===== src/rtl/async_fifo_gray_ptr_sync.sv =====
// ============================================================================
// Module   : async_fifo_gray_ptr_sync
// Brief    : Gray-pointer synchronizer with binary conversion, update pulse and
//            single-bit-change violation monitor for async FIFO pointers.
// Revision : 1.0 - initial release
// ============================================================================
`default_nettype none

module async_fifo_gray_ptr_sync #(
    parameter int PTR_W       = 4,
    parameter int SYNC_STAGES = 2,
    parameter int ERR_CNT_W   = 4
) (
    input  logic                 clk,
    input  logic                 reset_n,
    input  logic [PTR_W-1:0]     ptr_gray_i,
    input  logic                 err_clr_i,
    output logic [PTR_W-1:0]     ptr_gray_o,
    output logic [PTR_W-1:0]     ptr_bin_o,
    output logic                 ptr_upd_o,
    output logic                 gray_err_o,
    output logic [ERR_CNT_W-1:0] err_cnt_o
);

    localparam logic [PTR_W-1:0]     PTR_ONE = PTR_W'(1);
    localparam logic [ERR_CNT_W-1:0] CNT_ONE = ERR_CNT_W'(1);
    localparam logic [ERR_CNT_W-1:0] CNT_MAX = '1;

    generate
        if (SYNC_STAGES < 2 || SYNC_STAGES > 4 || PTR_W < 2 || ERR_CNT_W < 1) begin : g_param_check
            $error("async_fifo_gray_ptr_sync: illegal parameters PTR_W=%0d SYNC_STAGES=%0d ERR_CNT_W=%0d",
                   PTR_W, SYNC_STAGES, ERR_CNT_W);
        end
    endgenerate

    logic [PTR_W-1:0] sync_q [SYNC_STAGES];

    // Plain flop chain; each bit is synchronized independently.
    always_ff @(posedge clk or negedge reset_n) begin
        if (!reset_n) begin
            sync_q[0] <= '0;
        end else begin
            sync_q[0] <= ptr_gray_i;
        end
    end

    generate
        for (genvar k = 1; k < SYNC_STAGES; k++) begin : g_stage
            always_ff @(posedge clk or negedge reset_n) begin
                if (!reset_n) begin
                    sync_q[k] <= '0;
                end else begin
                    sync_q[k] <= sync_q[k-1];
                end
            end
        end
    endgenerate

    assign ptr_gray_o = sync_q[SYNC_STAGES-1];

    // Binary bit i is the XOR of all Gray bits at or above i.
    logic [PTR_W-1:0] bin_next;
    always_comb begin
        bin_next = '0;
        for (int i = 0; i < PTR_W; i++) begin
            bin_next[i] = ^(ptr_gray_o >> i);
        end
    end

    logic [PTR_W-1:0] gray_prev;
    logic             chk_en;
    logic [PTR_W-1:0] gray_diff;
    logic             violation;

    assign gray_diff = ptr_gray_o ^ gray_prev;
    // More than one bit set iff clearing the lowest set bit leaves something.
    assign violation = chk_en && ((gray_diff & (gray_diff - PTR_ONE)) != '0);

    always_ff @(posedge clk or negedge reset_n) begin
        if (!reset_n) begin
            ptr_bin_o  <= '0;
            ptr_upd_o  <= 1'b0;
            gray_prev  <= '0;
            chk_en     <= 1'b0;
            gray_err_o <= 1'b0;
            err_cnt_o  <= '0;
        end else begin
            ptr_bin_o <= bin_next;
            ptr_upd_o <= (bin_next != ptr_bin_o);
            gray_prev <= ptr_gray_o;
            chk_en    <= 1'b1;
            if (violation) begin
                gray_err_o <= 1'b1;
                if (err_clr_i) begin
                    err_cnt_o <= CNT_ONE;
                end else if (err_cnt_o != CNT_MAX) begin
                    err_cnt_o <= err_cnt_o + CNT_ONE;
                end
            end else if (err_clr_i) begin
                gray_err_o <= 1'b0;
                err_cnt_o  <= '0;
            end
        end
    end

endmodule

`default_nettype wire

===== config.mk =====
export PLATFORM = sky130hd
export DESIGN_NAME = async_fifo_gray_ptr_sync
export DESIGN_NICKNAME = d
export VERILOG_FILES = /design/src/rtl/async_fifo_gray_ptr_sync.sv
export SDC_FILE = /design/constraint.sdc
export NUM_CORES = 1
export LEC_CHECK = 0
export BUFFER_PORTS_ARGS = -buffer_cell sky130_fd_sc_hd__buf_4
export CORE_MARGIN = 2
export CORE_UTILIZATION = 50
export DETAILED_ROUTE_END_ITERATION = 8
export GPL_TIMING_DRIVEN = 0
export HOLD_SLACK_MARGIN = 0.03
export PLACE_DENSITY = 0.71
export SLEW_MARGIN = 20
export SYNTH_ARGS = -nofsm -noshare
export SYNTH_HDL_FRONTEND = slang
export SYNTH_SLANG_ARGS = --single-unit

===== constraint.sdc =====
create_clock -name clk -period 2.1 [get_ports clk]
set_clock_uncertainty 0.1 [all_clocks]
set_input_delay 0.105 -clock clk [delete_from_list [all_inputs] [get_ports clk]]
set_output_delay 0.105 -clock clk [all_outputs]
set_load 0.01 [all_outputs]

* Word level (Yosys, flattened, before mapping)
Cells that the tools add are included.
Operators by class: equality and inequality tests 2, $add $sub $neg 2, reductions and logical operators 9, mux-type cells 6, bitwise logic cells 2
Operators with widths (count):
- two-way mux 4 bit | 4
- parity 4 bit | 4
- adder 4 x 1 -> 4 bit, second input constant | 1
- AND 4 bit | 1
- != test 4 bit | 1
- != test 4 bit, second input constant | 1
- nonzero test 2 bit | 2
- nonzero test 4 bit | 1
- subtractor 4 x 1 -> 4 bit, second input constant | 1
- XOR 4 bit | 1
- two-way mux 1 bit | 2
- AND reduction 2 bit | 1
- logical AND 1 bit | 1
Word-level totals: logic and storage cells 29, register bits after elaboration 23, input port bits 7, output and inout port bits 14

* Longest topological paths before layout
depth in word-level cells 7, depth in mapped cells 5, depth with buffers taken out 5

* Worst setup path before layout
OpenSTA, ideal clock, no wires.
path type flip-flop to flip-flop, from register sync_q, in the netlist ptr_gray_o[1], to register err_cnt_o[3], period minus slack after synthesis 1.583 ns, data arrival time 1.406 ns, data required time 1.923 ns, path slack 0.517 ns, library setup time 0.077 ns, path buffers 0, stages on the path, launching flop included 6, path through dfrtp_1 -> xnor2_1 -> o211ai_1 -> nand4_2 -> or3_1 -> a21oi_1
On the way: cells in the longest elaborated chain, start to end 7, elaborated cells between the ends (all ways) 8, classes of those cells add/sub (1); mux (1); bitwise (2); reduce/logical (4)
RTL lines:
- start: declaration | line 36 | logic [PTR_W-1:0] sync_q [SYNC_STAGES];
- start signal: indexed assignment | line 53 | sync_q[k] <= sync_q[k-1];
- XOR 4 bit * | line 75 | assign gray_diff = ptr_gray_o ^ gray_prev;
- subtractor 4 x 1 -> 4 bit | line 77 | assign violation = chk_en && ((gray_diff & (gray_diff - PTR_ONE)) != '0);
- AND 4 bit * | line 77
- nonzero test 4 bit * | line 77
- logical AND 1 bit * | line 77
- nonzero test 2 bit (no line)
- AND reduction 2 bit (no line)
- end signal: assignment | line 97 | err_cnt_o <= err_cnt_o + CNT_ONE;
- end: declaration | line 22 | output logic [ERR_CNT_W-1:0] err_cnt_o
Mark *: on every way between the ends. The rest lies on a longest branch, timed or not. A chain may end at the register's enable or synchronous reset.

* Worst setup path in the final report
Same ends and word-level chain as after synthesis.

==> reports/metrics.yaml <==
floorplan:
  placementRows: 15
  die_w_um: 46.0
  core-area_mm2: 0.00169
  die-area_mm2: 0.00212
  fp.dieH_um: 46.0
  initial_core_util_pct: 52.3
  io_pins: 21
sta:
  finalSetupTns_ns: 0
  worst_hold_slack_ns: 0.101
  period_minus_slack_ns: 1.77
  rsz0062_at_grt: "false"
  max_freq_ghz: 0.566
  drv_slew: 0
  setup_viol: 0
  hold_viol_final: 0
  finalCritPeriodShare_pct: 84.2
setup_path:
  startpoint: "ptr_gray_o[1]$_DFF_PN0_"
  worst_r2r_path_depth: 5
  worstReg2RegEnd: "err_cnt_o[3]$_DFFE_PN0P_"
  r2r_start: "ptr_gray_o[1]$_DFF_PN0_"
  cp.required_ns: 2.24
  worstPathCellList: "xnor2_1 -> o211ai_1 -> nand4_2 -> or3_1 -> a21oi_1"
  setup.worst_path.class: "reg2reg"
  path_delay_family: "simple AND/OR/NAND/NOR gates"
  worstPathMaxFanout: 5
  rrSetupSlack_ns: 0.33
  worstSetupEndpointType: "flop"
  crit_slowest_cell: "dfrtp_1"
  worstSetupStartpointType: "flop"
  crit_buf_inv: 0
  max_stage_delay_ns: 0.49
  worstPathArrival_ns: 1.91
pwr:
  p_total_uw: 869
  ir_worst_vdd_uv: 677
  switchingPower_uw: 222
  combPwrFrac_pct: 17.7
  leakage_uw: 0.000532
  p_seq_share_pct: 55.9
  p_clk_share_pct: 26.5
  swShare_pct: 25.5
  p_int_uw: 647
  power_density_mw_per_mm2: 755
placed_design:
  dpl.hpwl_um: 915
  portBuffers: 20
  gp_congestion: 0.677
clock_network:
  clk_latency_ns: 0.30
  htree_levels: 1
  post_cts_resized: 0
  clkSinkCount: 22
  cts_inserted_buffers: 3
  cts_tree: "done"
  clock_path_buffers: 2
  clkTransAtPathRegs_ns: 0.11
  postCtsHoldBufs: 6
  cts-root-buf: "clkbuf_4"
  postCtsSetupBuffers: 0
final_layout:
  ff_latch_area_um2: 551
  drive_above_1_share_pct: 36.1
  nets: 106
  diodes: 0
  final_common_cell: "buf_4"
  multi_input_area_um2: 292
  layout_common_cells: "25 x buf_4, 22 x dfrtp_1, 6 x dlygate4sd3_1"
  area_delta_synth_final_pct: 30.3
  fillers: 131
synthesis:
  synth.avg_cell_area_um2: 13.2
  synth_top_family_by_area: "XOR/XNOR gates"
  ys_warn_count: 0
  muxShareOfSynthArea_pct: 1.13
  synth_top_cell_by_area: "dfrtp_1"
  syn_nets: 75
  syn_inst: 67
  synth_xor_area_share_pct: 11.5
  synth.area.top_cells: "dfrtp_1 62%, xor2_2 5.5%, xnor2_1 5.0%, buf_4 4.2%, a21oi_1 2.8%"
  yosys.area.top_type_share_pct: 62.3
  synthAdderAreaFrac_pct: 1.42
  synth-seq-cells: 22
  ys_types: 24
  ys_seq_area_share_pct: 62.3
  syn-cell-area_um2: 883
  yosys.area_share.simple_pct: 9.07
  synth_compound_area_share_pct: 9.49
routing:
  via_count: 569
  dr.pass1.iters: 2
  routedWlPerCell_um: 11.9
  drt_iter0_drc: 1
  drc: 0
  wirelength_um: 1360
  antenna_left: 0
  viasPerCell: 4.99
global_route:
  met2_usage_pct: 21.7
  use_met1_pct: 21.4
  grt_pass1_vias: 526
  grt_pass1_wl_um: 2220
  grtUsageMet3_pct: 3.57
  overflow: 0
  grt.total_usage_pct: 15.5
  antenna_found_initial: 0
  busiest_layer: "met2"
  grt_start_max_net_pins: 23
status:
  status: "finished, final reports clean"
run:
  maxCapViolCount: 0
min_path:
  hp-class: "in2async"
## synthesized netlist by cell type (all sizes together)
master	n
dfrtp	22
a21oi	5
buf	5
xnor2	5
nand3	4
xor2	4
nand2	3
o21ai	3
and3	2
o211ai	2
or3	2
a211oi	1
a21o	1
a311oi	1
conb	1
ha	1
inv	1
mux2i	1
nand4	1
nor2	1
nor2b	1
## metrics by stage
stage          util, %  instances  cell area [um^2]  setup WS (ns)
3_3_place_gp      62.4        104              1050          0.410
5_1_grt           68.1        114              1150          0.204
4_1_cts           68.1        114              1150          0.315
2_1_floorplan        -         67               883          0.517
3_5_place_dp      62.4        104              1050          0.354
6_report          68.1        114              1150          0.332
## area by class of cell
cell class / count / area share, %
plain buffers: 5 / 3.26
clock buffers: 4 / 3.15
flip-flops and latches: 22 / 47.8
multi-input cells: 39 / 25.3
well taps: 17 / 1.85
repair buffers: 26 / 18.3
inverters: 1 / 0.326
## flip-flops by register name (all words and copies together), names as in the netlist
name and count:
sync_q 4, ptr_bin_o 3, chk_en 1, ptr_gray_o 4, gray_prev 4, ptr_upd_o 1
err_cnt_o 4, gray_err_o 1
## power by group through the flow
| stage | Combinational [uW] | Sequential, uW | Clock (uW) |
|---|---|---|---|
| finish | 153 | 486 | 230 |
| global placement | 144 | 494 | 0 |
| detailed placement | 147 | 495 | 0 |
| global route | 170 | 492 | 253 |
| floorplan | 71.2 | 501 | 0 |
| CTS | 156 | 486 | 236 |
## layer usage
metal | vias to the layer above | part of all wire (%)
met3 | 4 | 3.6
met2 | 13 | 47
met5 | - | 0
met4 | 0 | 2.9
met1 | 269 | 46
li1 | 283 | -
## cells by family after synthesis
group                    after synthesis
flip-flops                            22
AND/OR/NAND/NOR                       14
AO/OA/AOI/OAI                         13
XOR/XNOR                               9
buffers and inverters                  6
adder cells (fa/ha/maj)                1
other                                  1
multiplexers                           1
## worst max path at each step
stage | to | slack, ns | cells past startpoint
after floorplan | err_cnt_o[3]$_DFFE_PN0P_ | 0.52 | 5
after global placement | err_cnt_o[3]$_DFFE_PN0P_ | 0.41 | 5
after detailed placement | err_cnt_o[3]$_DFFE_PN0P_ | 0.35 | 5
after CTS | err_cnt_o[3]$_DFFE_PN0P_ | 0.31 | 5
after global routing | err_cnt_o[3]$_DFFE_PN0P_ | 0.20 | 5
final | err_cnt_o[3]$_DFFE_PN0P_ | 0.33 | 5
Power figures use the tool's default switching activity.
